`src/rtl/uart_rx_chunker.sv`:
```
// Collects bytes from a UART receiver into fixed-size chunks. A chunk closes when it
// is full or after TIMEOUT_TICKS idle cycles, and is held until the consumer acks it.
module uart_rx_chunker #(
    parameter int BUFFER_BYTE_SIZE  = 3,
    parameter int BUFFER_INDEX_SIZE = 32,
    parameter int TIMEOUT_TICKS     = 1000000
) (
    input  logic                          CLK,
    input  logic                          RST,
    input  logic                          rx_ready,
    input  logic [7:0]                    rx_data,
    input  logic                          chunk_ack,
    output logic                          is_chunk_ready,
    output logic [BUFFER_INDEX_SIZE-1:0]  chunk_byte_size,
    output logic [BUFFER_BYTE_SIZE*8-1:0] chunk_bytes,
    output logic                          is_overflow,
    output logic [1:0]                    dbg_state
);

    typedef enum logic [1:0] {
        IDLE    = 2'd0,
        COLLECT = 2'd1,
        READY   = 2'd2
    } state_t;

    localparam logic [BUFFER_INDEX_SIZE-1:0] FULL_COUNT = BUFFER_INDEX_SIZE'(BUFFER_BYTE_SIZE);
    localparam logic [BUFFER_INDEX_SIZE-1:0] ONE_COUNT  = BUFFER_INDEX_SIZE'(1);
    localparam logic [31:0]                  TIMER_LAST = 32'(TIMEOUT_TICKS - 1);

    state_t                          r_state;
    logic [BUFFER_INDEX_SIZE-1:0]    r_count;
    logic [BUFFER_BYTE_SIZE*8-1:0]   r_buf;
    logic [31:0]                     r_timer;
    logic                            r_overflow;

    state_t                          w_state_n;
    logic [BUFFER_INDEX_SIZE-1:0]    w_count_n;
    logic [BUFFER_BYTE_SIZE*8-1:0]   w_buf_n;
    logic [31:0]                     w_timer_n;
    logic                            w_overflow_n;
    logic                            w_take;
    logic [BUFFER_INDEX_SIZE-1:0]    w_base_count;
    logic [BUFFER_BYTE_SIZE*8-1:0]   w_base_buf;

    always_ff @(posedge CLK) begin
        if (RST) begin
            r_state    <= IDLE;
            r_count    <= '0;
            r_buf      <= '0;
            r_timer    <= '0;
            r_overflow <= 1'b0;
        end else begin
            r_state    <= w_state_n;
            r_count    <= w_count_n;
            r_buf      <= w_buf_n;
            r_timer    <= w_timer_n;
            r_overflow <= w_overflow_n;
        end
    end

    always_comb begin
        w_state_n    = r_state;
        w_count_n    = r_count;
        w_buf_n      = r_buf;
        w_timer_n    = r_timer;
        w_overflow_n = 1'b0;
        w_take       = 1'b0;
        w_base_count = r_count;
        w_base_buf   = r_buf;

        case (r_state)
            IDLE: begin
                w_timer_n = '0;
                w_take    = rx_ready;
            end
            COLLECT: begin
                if (rx_ready) begin
                    w_take = 1'b1;
                end else if (TIMEOUT_TICKS > 0) begin
                    // Timer saturates one below the limit: that cycle closes the chunk.
                    if (r_timer >= TIMER_LAST) begin
                        w_state_n = READY;
                        w_timer_n = '0;
                    end else begin
                        w_timer_n = r_timer + 32'd1;
                    end
                end
            end
            READY: begin
                if (chunk_ack) begin
                    // Ack wins over a coincident byte, which then starts a fresh chunk.
                    w_base_count = '0;
                    w_base_buf   = '0;
                    w_count_n    = '0;
                    w_buf_n      = '0;
                    w_timer_n    = '0;
                    w_state_n    = IDLE;
                    w_take       = rx_ready;
                end else if (rx_ready) begin
                    w_overflow_n = 1'b1;
                end
            end
            default: begin
                w_state_n = IDLE;
                w_count_n = '0;
                w_buf_n   = '0;
                w_timer_n = '0;
            end
        endcase

        if (w_take) begin
            w_buf_n = w_base_buf;
            for (int k = 0; k < BUFFER_BYTE_SIZE; k++) begin
                if (w_base_count == BUFFER_INDEX_SIZE'(k)) begin
                    w_buf_n[8*k +: 8] = rx_data;
                end
            end
            w_count_n = w_base_count + ONE_COUNT;
            w_timer_n = '0;
            w_state_n = (w_base_count + ONE_COUNT == FULL_COUNT) ? READY : COLLECT;
        end
    end

    assign is_chunk_ready  = (r_state == READY);
    assign chunk_byte_size = r_count;
    assign chunk_bytes     = r_buf;
    assign is_overflow     = r_overflow;
    assign dbg_state       = r_state;

endmodule

```
`config.mk`:
```
export PLATFORM = sky130hd
export DESIGN_NAME = uart_rx_chunker
export DESIGN_NICKNAME = d
export VERILOG_FILES = /design/src/rtl/uart_rx_chunker.sv
export SDC_FILE = /design/constraint.sdc
export NUM_CORES = 1
export LEC_CHECK = 0
export ABC_CLOCK_PERIOD_IN_PS = 9800
export CAP_MARGIN = 20
export CORE_MARGIN = 2
export CORE_UTILIZATION = 59
export DETAILED_ROUTE_END_ITERATION = 6
export HOLD_SLACK_MARGIN = 0.02
export PLACE_DENSITY = 0.86
export SYNTH_ARGS = -nofsm -noshare
export SYNTH_HDL_FRONTEND = slang
export SYNTH_SLANG_ARGS = --single-unit
```
`constraint.sdc`:
```
create_clock -name CLK -period 9.8 [get_ports CLK]
set_input_delay 1.96 -clock CLK [delete_from_list [all_inputs] [get_ports CLK]]
set_output_delay 1.96 -clock CLK [all_outputs]
set_load 0.005 [all_outputs]
```
==> flow_summary_export.csv <==
group,metric,value,unit
clock_tree,cts_made_buffers,9,
pwr,powerDensity,134,nW/um2
sta,hold_viol,0,
setup_path,cp.arrival,5.84,ns
placement,placedInstanceArea,5450,um2
sta,max_freq,0.178,GHz
clock_tree,hold_buffers,0,
setup_path,worstPathRequired,10.02,ns
grt,grt_pass1_wl,23100,um
route,post-route-drc-count,0,
logic_synthesis,syn-cell-area,4750,um2
clock_tree,max-clock-path-buffers,2,
route,via_per_inst,6.67,
grt,grt_use_total,33.1,%
sta,worst_slack,4.19,ns
floorplan,die_x,93.7,um
placement,routabilityCongestion,0.979,
cells_and_area,antennaDiodeCount,0,
cells_and_area,final_area,5670,um2
route,routed_wl,14400,um
setup_path,end_kind,"flip-flop",
job,maxCapViolCount,0,
floorplan,ioPinCount,72,
sta,maxSlewViolCount,0,
pwr,p_leak,1.96,nW
clock_tree,root_buffer,"clkbuf_8",
clock_tree,postCtsSetupBuffers,0,
clock_tree,clkSinkCount,91,
route,drtAntennaViolNets,0,
floorplan,coreArea,7770,um2
min_path,hold_path_class,"flip-flop to flip-flop",
logic_synthesis,synth_top_area_share,38.4,%
floorplan,rows,32,
clock_tree,post_cts_resized,0,
logic_synthesis,synth_ff_type,"dfxtp_1",
route,vias,4992,
route,wire_per_inst,19.3,um
cells_and_area,area_growth,19.4,%
sta,min_period_over_period,57.3,%
grt,grt_pass1_vias,4468,
sta,min_period,5.61,ns
floorplan,die_h,93.7,um
outcome,status,"finished, final reports clean",
pwr,irDropWorstVdd,0.110,mV
clock_tree,cts_tree,"done",
route,initialDrtViolationCount,390,
clock_tree,worst_skew_pair.late_latency,0.37,ns
placement,io_buffers,71,
logic_synthesis,ys_ff_latch,91,
grt,grt_max_degree,53,
logic_synthesis,synthTopCellsByArea,"dfxtp_1 38%, nor2_1 6.2%, a22oi_1 5.4%, a21oi_1 4.7%, a311oi_1 3.7%",
clock_tree,cts.clk_slew.worst_paths,0.10,ns
logic_synthesis,synth_nets,613,
floorplan,start_util,61.1,%
logic_synthesis,ys_seq_area_share,38.4,%
sta,rsz0062_at_grt,"false",
sta,finalSetupViolCount,0,
pwr,total_power,0.000759,W
sta,tns,0,ns
cells_and_area,final_layout_size_suffix_gt1_share,4.80,%
cells_and_area,layout.nets,658,
setup_path,crit_fanout,19,
sta,tightestPinTransition,1.05,ns
route,first_pass_iters,6,
logic_synthesis,synth_edf_count,0,
clock_tree,cts-htree-levels,3,
logic_synthesis,synth_async_sr_flop_share,0,%
placement,dp_hpwl,9910,um
sta,slew_headroom,29.6,%
sta,skew,0.0136,ns
setup_path,worstSetupPathType,"input port to flip-flop",
logic_synthesis,synth_top_area_cell,"dfxtp_1",
floorplan,die_area,8780,um2
logic_synthesis,yosysUniqueCellTypes,57,
setup_path,cp-start-kind,"input port",
grt,grt-ovfl-total,0,
logic_synthesis,avgSynthCellArea,7.97,um2
logic_synthesis,synth_cells,596,
placement,dp_slack,3.88,ns
logic_synthesis,yosysWarnings,0,
grt,grt_antenna_before_repair,0,
[worst max-delay path: stages]
cell,delay [ns]
clkdlybuf4s50_1,0.53
nand3b_1,0.61
nand2_1,0.24
inv_1,0.13
ha_1,0.29
nand4_1,0.24
or3_4,0.42
nor3_2,0.32
nand4_1,0.17
xnor2_1,0.20
nand4_1,0.13
o41ai_2,0.43
a21oi_1,0.14
[path summary, 6_finish.rpt]
kind / slack (ns) / start / depth (start not counted) / end
worst max-delay path: 4.19 / chunk_ack / 13 / dbg_state[0]
worst min-delay path: 0.48 / r_timer[30] / 1 / r_timer[30]
worst max register to register: 5.66 / dbg_state[0] / 12 / dbg_state[0]
worst min register to register: 0.48 / r_timer[30] / 1 / r_timer[30]
[metal layers]
| metal | routed length (um) | share of wire [%] | up-vias | track usage, % |
|---|---|---|---|---|
| li1 | - | - | 2313 | - |
| met1 | 6170 | 43 | 2349 | 46.8 |
| met2 | 6360 | 44 | 299 | 49.6 |
| met3 | 1580 | 11 | 31 | 8.27 |
| met4 | 329 | 2.3 | 0 | 10.5 |
| met5 | 0 | 0 | - | 0 |
[logic make-up (layout without fill, tap and decap cells)]
| logic type | after synthesis | count (layout) | share of synthesized area (%) |
|---|---|---|---|
| DFF | 91 | 91 | 38.4 |
| and+or+nand+nor | 268 | 268 | 29.2 |
| AOI/OAI and AO/OA | 160 | 160 | 22.6 |
| adders and majority gates | 5 | 5 | 1.32 |
| buffers and inverters | 52 | 102 | 4.79 |
| xor gates and xnor gates | 20 | 20 | 3.69 |
[cells in the final DEF, fill, tap and decap left out, types with 10 or more instances in the layout]
cell type / count
a21oi_1: 45
a22oi_1: 34
a311oi_1: 20
and3_1: 26
clkdlybuf4s50_1: 71
dfxtp_1: 91
nand2_1: 42
nand3_1: 21
nand4_1: 21
nor2_1: 78
nor3_1: 19
nor4_1: 12
o21ai_0: 21
xnor2_1: 10
xor2_1: 10
[cell usage after synthesis, types with 7 or more instances]
master and count:
a311oi_1 20, nand2_1 42, and2_1 7, inv_1 9, o21ai_0 22, nor2_1 78
nand4_1 21, and3_1 26, dfxtp_1 91, a21oi_1 45, nor3_1 19, nand3_1 21
a22oi_1 34, nor4_1 13, clkbuf_1 34, xor2_1 10, xnor2_1 10
[metrics by stage]
stage          instances  hold WS [ns]  utilization [%]
2_1_floorplan        596         0.431                -
4_1_cts              748         0.479             73.0
6_report             748         0.479             73.0
3_3_place_gp         732         0.445             70.1
5_1_grt              748         0.485             73.0
3_5_place_dp         732         0.454             70.1
[cell type report]
cell class / count / area [um2]
multi-input cells: 453 / 2710
fillers: 615 / 2100
flip-flops and latches: 91 / 1820
repair buffers: 77 / 756
well taps: 102 / 128
clock buffers: 9 / 124
clock inverters: 7 / 103
inverters: 9 / 33.8
[report_power, final]
part	leakage, nW	switching (W)	internal (W)
clock	0.117	0.000147	0.000148
sequential	0.735	0.00000633	0.000375
combinational	1.11	0.0000531	0.0000299
total	1.96	0.000206	0.000553
[state kept, by name, indices dropped and copies added, names as in the netlist]
name and count:
is_overflow 1, chunk_bytes 24, r_timer 32, chunk_byte_size 32, dbg_state 2
No activity file was read; power rests on OpenSTA's default activity.
